File: src/rtl/fp_add_arbiter.sv
// Round-robin scheduler sharing one pipelined FP32 adder among NUM_REQ lanes.
// Lane IDs ride a tag pipeline matched to the adder latency; sums return with their lane ID.
module fp_add_arbiter #(
    parameter int NUM_REQ = 4,
    parameter int ID_W    = 2,
    parameter int DATA_W  = 32,
    parameter int ADD_LAT = 3
) (
    input  logic                      CLK,
    input  logic                      RST,
    input  logic                      hold,
    input  logic [NUM_REQ-1:0]        req_valid,
    input  logic [NUM_REQ*DATA_W-1:0] req_a,
    input  logic [NUM_REQ*DATA_W-1:0] req_b,
    output logic [NUM_REQ-1:0]        req_ready,
    output logic                      add_valid,
    output logic [DATA_W-1:0]         add_a,
    output logic [DATA_W-1:0]         add_b,
    input  logic                      add_result_valid,
    input  logic [DATA_W-1:0]         add_result,
    output logic                      rsp_valid,
    output logic [ID_W-1:0]           rsp_id,
    output logic [DATA_W-1:0]         rsp_data,
    output logic                      busy,
    output logic                      seq_err
);

    localparam int MW = $clog2(ADD_LAT + 1);

    logic [ID_W-1:0]   ptr_q;
    logic              addValid_q;
    logic [DATA_W-1:0] addA_q;
    logic [DATA_W-1:0] addB_q;
    logic [ID_W-1:0]   issueId_q;
    logic              tagValid_q [ADD_LAT];
    logic [ID_W-1:0]   tagId_q    [ADD_LAT];
    logic              rspValid_q;
    logic [ID_W-1:0]   rspId_q;
    logic [DATA_W-1:0] rspData_q;
    logic              seqErr_q;
    logic [MW-1:0]     resultMask_q;

    logic              grantFound;
    logic [ID_W-1:0]   grantId;
    logic              grantEn;
    logic [DATA_W-1:0] selA;
    logic [DATA_W-1:0] selB;
    logic              resValid;
    logic              tailValid;
    logic [ID_W-1:0]   tailId;
    logic              rspValid_d;
    logic              anyTag;

    // Lanes above ptr take precedence over lanes at or below it; lowest index wins within each group.
    always_comb begin
        grantFound = 1'b0;
        grantId    = '0;
        for (int i = NUM_REQ - 1; i >= 0; i--) begin
            if (req_valid[i] && (i <= int'(ptr_q))) begin
                grantFound = 1'b1;
                grantId    = ID_W'(i);
            end
        end
        for (int i = NUM_REQ - 1; i >= 0; i--) begin
            if (req_valid[i] && (i > int'(ptr_q))) begin
                grantFound = 1'b1;
                grantId    = ID_W'(i);
            end
        end
    end

    assign grantEn = grantFound & ~hold & ~RST;

    always_comb begin
        req_ready = '0;
        selA      = '0;
        selB      = '0;
        for (int i = 0; i < NUM_REQ; i++) begin
            req_ready[i] = grantEn && (grantId == ID_W'(i));
            if (grantId == ID_W'(i)) begin
                selA = req_a[i*DATA_W +: DATA_W];
                selB = req_b[i*DATA_W +: DATA_W];
            end
        end
    end

    // Results still draining from before a reset are ignored until the adder has flushed.
    assign resValid   = add_result_valid && (resultMask_q == '0);
    assign tailValid  = tagValid_q[ADD_LAT-1];
    assign tailId     = tagId_q[ADD_LAT-1];
    assign rspValid_d = resValid & tailValid;

    always_ff @(posedge CLK) begin
        if (RST) begin
            ptr_q        <= ID_W'(NUM_REQ - 1);
            addValid_q   <= 1'b0;
            addA_q       <= '0;
            addB_q       <= '0;
            issueId_q    <= '0;
            for (int k = 0; k < ADD_LAT; k++) begin
                tagValid_q[k] <= 1'b0;
                tagId_q[k]    <= '0;
            end
            rspValid_q   <= 1'b0;
            rspId_q      <= '0;
            rspData_q    <= '0;
            seqErr_q     <= 1'b0;
            resultMask_q <= MW'(ADD_LAT);
        end else begin
            addValid_q <= grantEn;
            if (grantEn) begin
                ptr_q     <= grantId;
                addA_q    <= selA;
                addB_q    <= selB;
                issueId_q <= grantId;
            end
            tagValid_q[0] <= addValid_q;
            tagId_q[0]    <= issueId_q;
            for (int k = 1; k < ADD_LAT; k++) begin
                tagValid_q[k] <= tagValid_q[k-1];
                tagId_q[k]    <= tagId_q[k-1];
            end
            if (resultMask_q != '0) begin
                resultMask_q <= resultMask_q - MW'(1);
            end
            rspValid_q <= rspValid_d;
            if (rspValid_d) begin
                rspId_q   <= tailId;
                rspData_q <= add_result;
            end
            if (resValid != tailValid) begin
                seqErr_q <= 1'b1;
            end
        end
    end

    always_comb begin
        anyTag = 1'b0;
        for (int k = 0; k < ADD_LAT; k++) begin
            anyTag = anyTag | tagValid_q[k];
        end
    end

    assign add_valid = addValid_q;
    assign add_a     = addA_q;
    assign add_b     = addB_q;
    assign rsp_valid = rspValid_q;
    assign rsp_id    = rspId_q;
    assign rsp_data  = rspData_q;
    assign seq_err   = seqErr_q;
    assign busy      = addValid_q | anyTag | rspValid_q;

endmodule

File: config.mk
export PLATFORM = sky130hd
export DESIGN_NAME = fp_add_arbiter
export DESIGN_NICKNAME = d
export VERILOG_FILES = /design/src/rtl/fp_add_arbiter.sv
export SDC_FILE = /design/constraint.sdc
export NUM_CORES = 1
export LEC_CHECK = 0
export ABC_CLOCK_PERIOD_IN_PS = 6800
export CORE_AREA = 2 2 155 157
export CTS_CLUSTER_SIZE = 24
export DETAILED_ROUTE_END_ITERATION = 10
export DIE_AREA = 0 0 157 159
export GPL_ROUTABILITY_DRIVEN = 0
export PLACE_DENSITY = 0.57
export SLEW_MARGIN = 20
export SYNTH_ARGS = -nofsm -noshare
export SYNTH_HDL_FRONTEND = slang
export SYNTH_SLANG_ARGS = --single-unit
File: constraint.sdc
create_clock -name CLK -period 6.8 [get_ports CLK]
set_input_delay 2.04 -clock CLK [delete_from_list [all_inputs] [get_ports CLK]]
set_output_delay 2.04 -clock CLK [all_outputs]
set_load 0.02 [all_outputs]
==> impl_metrics.yaml <==
run_status:
  status: "completed"
cells_and_area:
  areaGrowthSynthToFinish_pct: 82.2
  final_common_cell: "clkdlybuf4s50_1"
  drive_above_1_share_pct: 7.64
  insertedDiodeCount: 0
  fin_cells: 1379
  final_cell_mix: "clkdlybuf4s50_1 (400), dfxtp_1 (116), nor2_1 (84)"
  nets: 1345
timing:
  slew_violations: 0
  setup_tns_ps: 0
  fmax_ghz: 0.157
  rsz0062_at_grt: "false"
  slew_headroom_pct: 36.3
  min_period_over_period_pct: 93.9
  setup_viol_count_final: 0
  layout_min_cycle_time_ps: 6380
  fin_skew_ps: 12.2
  finalHoldViolCount: 0
  worst_slew_pin_slew_ps: 955
worst_setup_path:
  crit_chain: "clkdlybuf4s50_1 > nor2b_2 > o21ai_1 > o21a_1 > nor4_1 > clkdlybuf4s50_1"
  critPathArrivalTime_ps: 4340
  worstPathRequired_ps: 4760
  slowest_stage: "clkdlybuf4s50_1"
  rr_worst_depth: 7
  cp_num_buf_inv: 2
  cp-start-kind: "input pin"
  crit_family: "buffers and inverters"
  crit_path_max_incr_delay_ps: 720
  crit_type: "input pin to primary output"
  timing.rr.start: "ptr_q[0]"
  rr_endpoint: "add_b[9]"
  reg2reg_slack_ps: 3990
  crit_fanout: 6
  startpoint: "req_valid[3]"
  critical_path.most_common_cell: "clkdlybuf4s50_1"
  setup.worst_path.end_class: "primary output"
yosys:
  synth_flop_cell: "dfxtp_1"
  ys_ff_latch: 116
  yosys.area.top_type_share_pct: 39.2
  syn_nets: 981
  synthArstFlopShare_pct: 0
  yosysWarnings: 0
  synth-edff-count: 0
  synth_cell_types: 39
  syn_avg_cell_area_um2: 8.66
  syn-instance-count: 683
  yosys.area.top_type: "dfxtp_1"
  netlist_area_um2: 5920
  ys_top_cells_by_area: "dfxtp_1 (39%), mux2i_1 (5.9%), o21ai_0 (5.7%)"
  seq_area_frac_synth_pct: 39.2
worst_hold_path:
  hold_path.class: "register to register"
  min-delay-start: "tagId_q[1][0]"
  min_to: "tagId_q[2][0]"
  hold_depth: 1
power_and_ir_drop:
  p_per_area_nw_per_um2: 209
  vdd_drop_max_uv: 103
  p_switching_uw: 704
  p_sw_share_pct: 31.2
  p_comb_share_pct: 27.5
  power.internal_mw: 1.55
  leakage_nw: 4.07
  p_clk_share_pct: 39.3
  p_seq_share_pct: 33.2
clock_network:
  cts_setup_buffers: 0
  holdBufCountCts: 0
  insertion_delay_ps: 420
  tritoncts.num_buffers: 17
  clock_sinks: 116
  htreeDepth: 4
  cts_resized: 0
  root_buffer: "clkbuf_16"
  cts_tree: "done"
  clockBufferDepth: 2
  path_clk_slew_ps: 60
place:
  port-buffer-count: 401
  dp_hpwl_mm: 18.7
  dp_cells: 1347
grt:
  grt_util_all_layers_pct: 20.4
  grt_overflow_total: 0
  grt_pass1_wl_mm: 39.4
  grt_max_degree: 72
  antenna_found_initial: 0
  grt_pass1_vias: 6856
drt:
  via_count: 6798
  drc_errors: 0
  vias_per_cell: 4.93
  wirelength_mm: 26.0
  wl_per_cell_um: 18.9
  postRouteAntennaNets: 0
  drt_first_pass_iters: 5
  drtIter0Drc: 354
floorplan:
  initial_core_util_pct: 25.5
  die_w_um: 157
  core_area_um2: 23200
  dieHeight_um: 159
  ioPinCount: 402
  rows: 56
  die_area_um2: 25000
job:
  cap_violations: 0
## flip-flops by register name, indices dropped and copies added, names as in the netlist
name / flops
add_a: 32
resultMask_q: 2
issueId_q: 2
ptr_q: 2
add_valid: 1
rsp_id: 2
rsp_data: 32
tagValid_q: 3
rsp_valid: 1
tagId_q: 6
seq_err: 1
add_b: 32
## cell type report
class | instances | area (µm²)
fill | 2277 | 12400
multi-input combinational | 491 | 3340
inverter | 4 | 15.0
clock inverter | 15 | 153
timing repair buffer | 417 | 4130
clock buffer | 17 | 425
tap | 319 | 399
sequential | 116 | 2320
## logic make-up after synthesis
group,synth area share [%]
flops,39.2
buf+inv,5.37
mux,14.2
simple gates,13.2
compound gates,27.4
xor+xnor,0.148
fa+ha+maj,0.423
## synth_stat cells (all sizes together), types with 2 or more instances
cell type  count
a21oi         39
mux2i         35
clkbuf        53
a221oi        27
and3           2
a211o         36
a22oi         37
o311a          2
inv            4
and2           3
dfxtp        116
nor2b         14
nand2          7
mux2          37
nand3         55
a31oi         27
a21o           2
ha             2
o21ai         69
nor2          85
buf           19
## routing by layer
metal	global-route usage, %	share of wire (%)	up-vias
li1	-	-	3281
met1	24.3	40	3181
met2	35.7	50	307
met3	5.36	8.1	29
met4	6.17	1.7	0
met5	0	0	-
## power groups by stage
stage | Combinational (mW) | Sequential, mW | Clock, mW
2_1_floorplan | 0.246 | 0.806 | 0
3_3_place_gp | 0.622 | 0.761 | 0
3_5_place_dp | 0.622 | 0.762 | 0
4_1_cts | 0.625 | 0.748 | 0.911
5_1_grt | 0.666 | 0.754 | 0.939
6_report | 0.619 | 0.749 | 0.885
## how the worst max path moves through the flow
stage | slack (ps) | depth (start not counted) | to
floorplan | 1340 | 5 | req_ready[3]
global placement | 440 | 6 | req_ready[3]
detailed placement | 390 | 6 | req_ready[3]
CTS | 380 | 6 | req_ready[3]
global route | 240 | 6 | req_ready[3]
finish | 420 | 6 | req_ready[3]
## worst register-to-register path: stages, from the launching register on
cell     delay [ps]
dfxtp_1         490
or3b_1          250
o311a_4         220
buf_4           330
buf_4           700
mux2_1          440
a22oi_1         170
a21oi_1         100
## stage by stage
stage	area, µm²	util [%]	power [mW]	worst slack, ps	hold slack (ps)
2_1_floorplan	5920	-	1.05	1340	414
3_3_place_gp	10200	44.0	1.38	444	421
6_report	10800	46.5	2.25	417	430
5_1_grt	10800	46.5	2.36	244	453
4_1_cts	10800	46.5	2.28	379	436
3_5_place_dp	10200	44.0	1.38	390	426
No activity file was read; power rests on OpenSTA's default activity.
